**config.mk**
```make
export PLATFORM = sky130hd
export DESIGN_NAME = edgcol_hb_sequencer
export DESIGN_NICKNAME = d
export VERILOG_FILES = /design/src/rtl/edgcol_hb_sequencer.sv
export SDC_FILE = /design/constraint.sdc
export NUM_CORES = 1
export LEC_CHECK = 0
export BUFFER_PORTS_ARGS = -buffer_cell sky130_fd_sc_hd__buf_2
export CAP_MARGIN = 20
export CORE_MARGIN = 2
export CORE_UTILIZATION = 50
export DETAILED_ROUTE_END_ITERATION = 12
export PLACE_DENSITY = 0.72
export REMOVE_ABC_BUFFERS = 1
export SYNTH_ARGS = -nofsm -noshare
export SYNTH_HDL_FRONTEND = slang
export SYNTH_SLANG_ARGS = --single-unit
```
**constraint.sdc**
```tcl
create_clock -name clk -period 7.2 [get_ports clk]
set_clock_uncertainty 0.15 [all_clocks]
set_input_delay 1.44 -clock clk [delete_from_list [all_inputs] [get_ports clk]]
set_output_delay 1.44 -clock clk [all_outputs]
set_load 0.02 [all_outputs]
```
**src/rtl/edgcol_hb_sequencer.sv**
```systemverilog
// Edge-collision hardware-block sequencer: walks the loaded edge slots, issues one
// compare per slot to the pipelined collision unit and ORs the returned hits.
//
// state  | meaning
// -------+-----------------------------------------------------------
// IDLE   | after reset, waiting for start
// ISSUE  | presenting compare requests for slots 0..N-1
// DRAIN  | requests finished, waiting for outstanding results
// DONE   | done=1, collision valid, waiting for the next start
module edgcol_hb_sequencer #(
    parameter int NUM_EDGES  = 16,
    parameter int IDX_WIDTH  = 4,
    parameter int EARLY_EXIT = 1
) (
    input  logic                 clk,
    input  logic                 rst,
    input  logic                 start,
    input  logic [IDX_WIDTH:0]   edgeCount,
    output logic                 done,
    output logic                 collision,
    output logic                 busy,
    output logic [IDX_WIDTH-1:0] edgeAddr,
    output logic                 cmpValid,
    input  logic                 cmpReady,
    input  logic                 cmpResultValid,
    input  logic                 cmpHit
);

    typedef enum logic [1:0] {S_IDLE, S_ISSUE, S_DRAIN, S_DONE} state_t;

    localparam logic [IDX_WIDTH:0]   MAX_N   = (IDX_WIDTH+1)'(NUM_EDGES);
    localparam logic [IDX_WIDTH:0]   CNT_ONE = (IDX_WIDTH+1)'(1);
    localparam logic [IDX_WIDTH-1:0] IDX_ONE = IDX_WIDTH'(1);

    state_t               r_state, w_state_nxt;
    logic [IDX_WIDTH:0]   r_num;
    logic [IDX_WIDTH:0]   r_out, w_out_nxt;
    logic [IDX_WIDTH-1:0] r_idx;
    logic                 r_done, r_coll;

    logic [IDX_WIDTH:0]   w_clamped;
    logic                 w_start_ok, w_busy, w_issue, w_acc, w_res, w_last, w_stop_hit;

    assign w_clamped  = (edgeCount > MAX_N) ? MAX_N : edgeCount;
    assign w_start_ok = start && (r_state == S_IDLE || r_state == S_DONE);
    assign w_busy     = (r_state == S_ISSUE) || (r_state == S_DRAIN);
    // Early exit keys off the registered flag, so requests stop the cycle after a hit returns.
    assign w_stop_hit = (EARLY_EXIT != 0) && r_coll;
    assign w_issue    = (r_state == S_ISSUE) && !w_stop_hit;
    assign w_acc      = w_issue && cmpReady;
    // A result with nothing outstanding is stray and must not underflow the counter.
    assign w_res      = cmpResultValid && w_busy && (r_out != '0);
    assign w_last     = ({1'b0, r_idx} == (r_num - CNT_ONE));

    always_comb begin
        w_out_nxt = r_out;
        if (w_acc && !w_res) begin
            w_out_nxt = r_out + CNT_ONE;
        end else if (!w_acc && w_res) begin
            w_out_nxt = r_out - CNT_ONE;
        end
    end

    always_comb begin
        w_state_nxt = r_state;
        case (r_state)
            S_IDLE, S_DONE: begin
                if (w_start_ok) begin
                    w_state_nxt = (w_clamped == '0) ? S_DONE : S_ISSUE;
                end
            end
            S_ISSUE: begin
                if ((w_acc && w_last) || w_stop_hit) begin
                    w_state_nxt = S_DRAIN;
                end
            end
            S_DRAIN: begin
                if (w_out_nxt == '0) begin
                    w_state_nxt = S_DONE;
                end
            end
            default: w_state_nxt = S_IDLE;
        endcase
    end

    always_ff @(posedge clk) begin
        if (rst) begin
            r_state <= S_IDLE;
            r_num   <= '0;
            r_out   <= '0;
            r_idx   <= '0;
            r_done  <= 1'b0;
            r_coll  <= 1'b0;
        end else begin
            r_state <= w_state_nxt;
            if (w_start_ok) begin
                r_num  <= w_clamped;
                r_out  <= '0;
                r_idx  <= '0;
                r_coll <= 1'b0;
                r_done <= 1'b0;
            end else begin
                r_out <= w_out_nxt;
                if (w_acc && !w_last) begin
                    r_idx <= r_idx + IDX_ONE;
                end
                if (w_res) begin
                    r_coll <= r_coll | cmpHit;
                end
                if (w_state_nxt == S_DONE) begin
                    r_done <= 1'b1;
                end
            end
        end
    end

    assign done      = r_done;
    assign collision = r_coll;
    assign busy      = w_busy;
    assign edgeAddr  = r_idx;
    assign cmpValid  = w_issue;

endmodule

```
==> flow_metrics.py, run 1 <==
metrics = {
    "sta": {
        "fin_crit_sh_pct": 42.76,
        "setup_viol": 0,
        "hold_violations": 0,
        "maxSlewViolCount": 0,
        "worst_pin_slew_ps": 465.0,
        "setup_tns_ps": 0,
        "rsz0062_at_grt": "no",
        "fmax_mhz": 324.8,
        "slew_headroom_pct": 69.00,
        "fin_crit_ps": 3079,
    },
    "global_routing": {
        "grt_pass1_vias": 917,
        "grt_pass1_wl_um": 3919,
        "overflow": 0,
        "track_usage_pct": 19.54,
        "grt_max_degree": 12,
        "antenna_found_initial": 0,
    },
    "pwr": {
        "leakagePower_nw": 0.5317,
        "p_per_area_nw_per_um2": 304.5,
        "ir_worst_vdd_uv": 209.4,
    },
    "cts": {
        "clockBufferDepth": 2,
        "clock_sinks": 18,
        "post_cts_buffers": 0,
        "cts_root_buf": "clkbuf_4",
        "ctsResizeCount": 0,
        "cts_hold_buf": 0,
        "tritoncts": "built",
        "cts_inserted_buffers": 3,
        "h-tree-depth": 1,
        "path_clk_slew_ps": 110,
        "insertion_delay_ps": 290,
    },
    "logic_synthesis": {
        "synth-seq-cells": 18,
        "synth_most_common_cell": "nor2_1",
        "synth_area_leader_cell": "dfxtp_1",
        "synth_seq_area_share_pct": 31.61,
        "syn_inst": 138,
        "synth_edf_count": 0,
        "syn_area_um2": 1140,
        "synth-main-ff-cell": "dfxtp_1",
        "async_flop_share_pct": 0,
        "synthTopCellsByCount": "nor2_1, dfxtp_1, nand2_1",
        "postSynthAreaPerCell_um2": 8.260,
        "ys_warn_count": 0,
        "synth_top_cell_area_share_pct": 31.61,
        "ys_types": 41,
        "synth.area.top_cells": "dfxtp_1, nor2_1, ha_1, xnor2_1, a21oi_1",
    },
    "critical_path": {
        "critPathMaxFanout": 10,
        "cp-start-kind": "flip-flop",
        "slowest_stage": "ha_1",
        "crit_required_ps": 5610,
        "crit_chain": "inv_1, ha_1, inv_1, buf_2",
        "cp_slowest_stage_delay_ps": 480,
        "end_kind": "output pin",
        "r2r_setup_slack_ps": 4710,
        "worstSetupPathType": "reg -> out",
        "critPathArrivalTime_ps": 1490,
        "cpMostUsedCell": "inv_1",
    },
    "detailed_routing": {
        "vias_per_cell": 5.527,
        "drc_errors": 0,
        "final_antenna_net_count": 0,
        "drtIter0Drc": 21,
        "drt_wl_total_um": 2246,
        "dr.pass1.iters": 4,
        "wire_per_inst_um": 12.21,
        "routed-via-count": 1017,
    },
    "final_layout": {
        "drive_above_1_share_pct": 19.23,
        "synthToLayoutAreaGrowth_pct": 10.87,
        "nets": 174,
        "utilization_pct": 57.68,
        "diodes": 0,
    },
    "place": {
        "detailed_place_hpwl_um": 1733,
        "place.gp.congestion": 0.8076,
        "portBuffers": 18,
    },
    "min_path": {
        "min_path_type": "reg -> reg",
    },
    "floorplanning": {
        "placementRows": 17,
        "fp.dieH_um": 51.75,
        "start_util_pct": 52.03,
        "core_region_area_um2": 2191,
        "die_x_um": 51.75,
        "dieArea_um2": 2678,
        "boundaryPins": 19,
    },
    "outcome": {
        "outcome": "finished, final reports clean",
    },
    "flow_run": {
        "drv_cap": 0,
    },
}
[where the power goes]
part	internal [mW]	switching [mW]	total [mW]
combinational	0.0809	0.108	0.189
sequential	0.114	0.0183	0.133
clock	0.0308	0.0321	0.0629
[per-layer routing]
| metal | up-vias | wire length (µm) | GRT usage (%) |
|---|---|---|---|
| li1 | 524 | - | - |
| met1 | 467 | 1071 | 25.31 |
| met2 | 22 | 1064 | 32.05 |
| met3 | 4 | 73 | 2.586 |
| met4 | 0 | 36 | 9.211 |
| met5 | - | 0 | 0 |
[final timing paths]
path,start,endpoint,cells after the start
max,r_state[0],busy,4
min,r_num[4],r_num[4],2
max reg2reg,r_state[0],done,8
min reg2reg,r_num[4],r_num[4],2
[worst max-delay path, delay by kind of cell (launching register included)]
| family | cells | cell delay (ps) |
|---|---|---|
| buf+inv | 3 | 300 |
| fa+ha+maj | 1 | 480 |
| flops | 1 | 410 |
[metrics by stage]
| stage | instances | power, mW | hold WS (ps) | area, µm² | setup WS, ps |
|---|---|---|---|---|---|
| 6_report | 184 | 0.3848 | 345.4 | 1264 | 4121 |
| 5_1_grt | 184 | 0.4151 | 372.5 | 1264 | 4035 |
| 4_1_cts | 184 | 0.3847 | 338.0 | 1264 | 4142 |
| 3_5_place_dp | 180 | 0.3224 | 322.9 | 1227 | 4051 |
| 3_3_place_gp | 180 | 0.3167 | 316.0 | 1227 | 4099 |
| 2_1_floorplan | 134 | 0.2800 | 292.7 | 1102 | 4283 |
[flip-flops by register name (all words and copies together), names as in the netlist]
signal / cells
r_state: 2
r_num: 5
edgeAddr: 4
done: 1
r_out: 5
collision: 1
[kinds of logic after synthesis]
family	Yosys count	synth area share, %
fa+ha+maj	6	6.586
mux	3	2.635
flops	18	31.61
simple gates	67	32.38
compound gates	23	13.50
buf+inv	11	5.598
xor+xnor	10	7.684
[area by class of cell]
class	count	area [µm²]
Multi-Input combinational cell	109	715.7
Fill cell	219	927.1
Clock buffer	4	36.28
Inverter	7	26.28
Tap cell	28	35.03
Sequential cell	18	360.3
Timing Repair Buffer	18	90.09
[placed cells by master (no fill, tap or decap), types with 3 or more instances in the layout]
cell type,instances
nor2_1,21
dfxtp_1,18
buf_2,18
nand2_1,12
a21oi_1,10
nand3_1,9
inv_1,7
xnor2_1,6
ha_1,6
xor2_1,4
nor3b_1,4
mux2i_1,3
clkbuf_4,3
(Power assumes the default switching activity.)
==> run 2: changes to the inputs <==
- clock period: 7.2 -> 2.85 ns (I/O delays scaled with it)
==> run 2 against run 1 <==
Effect of this change: wire length increased by 0.13%; non-clock buffer count is the same; clock-buffer cell count unchanged; worst hold slack better by 2.6 ps; core utilization is the same; sequential share of layout area unchanged; critical endpoint is now done.
==> flow_metrics.py, run 2 (synthesized netlist as in run 1, its figures left out) <==
metrics = {
    "outcome": {
        "outcome": "finished, final reports clean",
    },
    "final_layout": {
        "synthToLayoutAreaGrowth_pct": 10.87,
        "nets": 174,
        "seqCellArea_um2": 360.3,
        "final_cell_mix": "nor2_1, dfxtp_1, buf_2, nand2_1, a21oi_1",
        "multiInputGateArea_um2": 715.7,
        "fill_cells": 203,
        "drive_above_1_share_pct": 19.23,
        "utilization_pct": 57.68,
        "fin_area_um2": 1264,
        "final_common_cell": "nor2_1",
        "diodes": 0,
        "fin_cells": 184,
    },
    "cts": {
        "h-tree-depth": 1,
        "clockBufferDepth": 2,
        "post_cts_buffers": 0,
        "cts_hold_buf": 0,
        "cts_inserted_buffers": 3,
        "clock_sinks": 18,
        "cts_root_buf": "clkbuf_4",
        "path_clk_slew_ps": 100,
        "insertion_delay_ps": 290,
        "tritoncts": "built",
        "ctsResizeCount": 0,
    },
    "pwr": {
        "leakagePower_nw": 0.5317,
        "ir_worst_vdd_uv": 524.0,
        "p_per_area_nw_per_um2": 767.1,
    },
    "global_routing": {
        "overflow": 0,
        "grt_pass1_wl_um": 4071,
        "track_usage_pct": 20.44,
        "grt_pass1_vias": 979,
        "antenna_found_initial": 0,
        "grt_max_degree": 12,
    },
    "critical_path": {
        "critPathBufInv": 1,
        "critPathMaxFanout": 10,
        "path_depth": 8,
        "r2r_cells": 8,
        "end_kind": "flip-flop",
        "cpLargestDelayFamily": "compound AO/OA/AOI/OAI gates",
        "cp-start-kind": "flip-flop",
        "slowest_stage": "ha_1",
        "crit_chain": "inv_1, ha_1, nand2b_4, o21ai_1, o22ai_1, xnor2_1, nand4_2, a211oi_2",
        "crit_required_ps": 2920,
        "cp_slowest_stage_delay_ps": 420,
        "critPathArrivalTime_ps": 2500,
        "worstSetupPathType": "reg -> reg",
    },
    "detailed_routing": {
        "drc_errors": 0,
        "top_layer_used": "met4",
        "drtIter0Drc": 26,
        "dr_wl_met2_um": 1097,
        "dr.pass1.iters": 4,
        "vias_per_cell": 5.440,
        "dr_wl_met3_um": 91,
        "routed-via-count": 1001,
        "final_antenna_net_count": 0,
        "wire_per_inst_um": 12.22,
        "wl_met1_um": 1032,
        "drt_wl_total_um": 2249,
    },
    "place": {
        "dpl_worst_slack_ps": 469.1,
        "place.gp.congestion": 0.7742,
        "portBuffers": 18,
        "placed_area_um2": 1227,
        "dp_cells": 180,
        "detailed_place_hpwl_um": 1781,
    },
    "flow_run": {
        "drv_cap": 0,
    },
    "min_path": {
        "min_path_type": "reg -> reg",
        "whs_path_depth": 2,
    },
    "sta": {
        "rsz0062_at_grt": "no",
        "worst_slack_ps": 422.8,
        "maxSlewViolCount": 0,
        "fin_crit_ps": 2427,
        "setup_tns_ps": 0,
        "fmax_mhz": 412.0,
        "worst_pin_slew_ps": 475.9,
        "slew_headroom_pct": 68.27,
        "setup_viol": 0,
        "fin_crit_sh_pct": 85.17,
        "hold_violations": 0,
    },
    "floorplanning": {
        "fp.dieH_um": 51.75,
        "dieArea_um2": 2678,
        "start_util_pct": 52.03,
        "die_x_um": 51.75,
        "boundaryPins": 19,
        "core_region_area_um2": 2191,
        "placementRows": 17,
    },
}
==> run 2: cell counts in the layout (fill, tap and decap cells not counted) <==
No cell type changed its count.
==> run 2: cell type report <==
class | instances | area share [%]
multi-input combinational | 109 | 56.63
sequential | 18 | 28.51
timing repair buffer | 18 | 7.129
clock buffer | 4 | 2.871
tap | 28 | 2.772
inverter | 7 | 2.079
==> run 2: stage by stage <==
step                      hold WS, ps  total power, mW
after global placement          313.9           0.7975
after global routing            363.2            1.054
after CTS                       346.3           0.9758
after floorplan                 292.7           0.7075
final                           348.0           0.9694
after detailed placement        331.8           0.8166
==> run 2: worst paths after layout <==
check / slack, ps / to / startpoint
min reg2reg: 350 / r_num[4] / r_num[4]
max: 420 / done / r_state[0]
max reg2reg: 420 / done / r_state[0]
min: 350 / r_num[4] / r_num[4]
==> run 2: layer usage <==
| layer | track usage [%] | up-vias |
|---|---|---|
| met5 | 0 | - |
| met4 | 8.772 | 0 |
| met2 | 36.54 | 22 |
| li1 | - | 523 |
| met1 | 23.33 | 452 |
| met3 | 4.310 | 4 |
==> run 2: worst register-to-register path, stage by stage (launching register included) <==
cell and delay (ps):
dfxtp_1 400, inv_1 60, ha_1 420, nand2b_4 200, o21ai_1 370, o22ai_1 180
xnor2_1 230, nand4_2 150, a211oi_2 180
==> run 2: power by group <==
| part | switching, mW | internal (mW) |
|---|---|---|
| Clock | 0.0792 | 0.0778 |
| Combinational | 0.274 | 0.204 |
| Sequential | 0.0452 | 0.289 |
| Total | 0.398 | 0.571 |
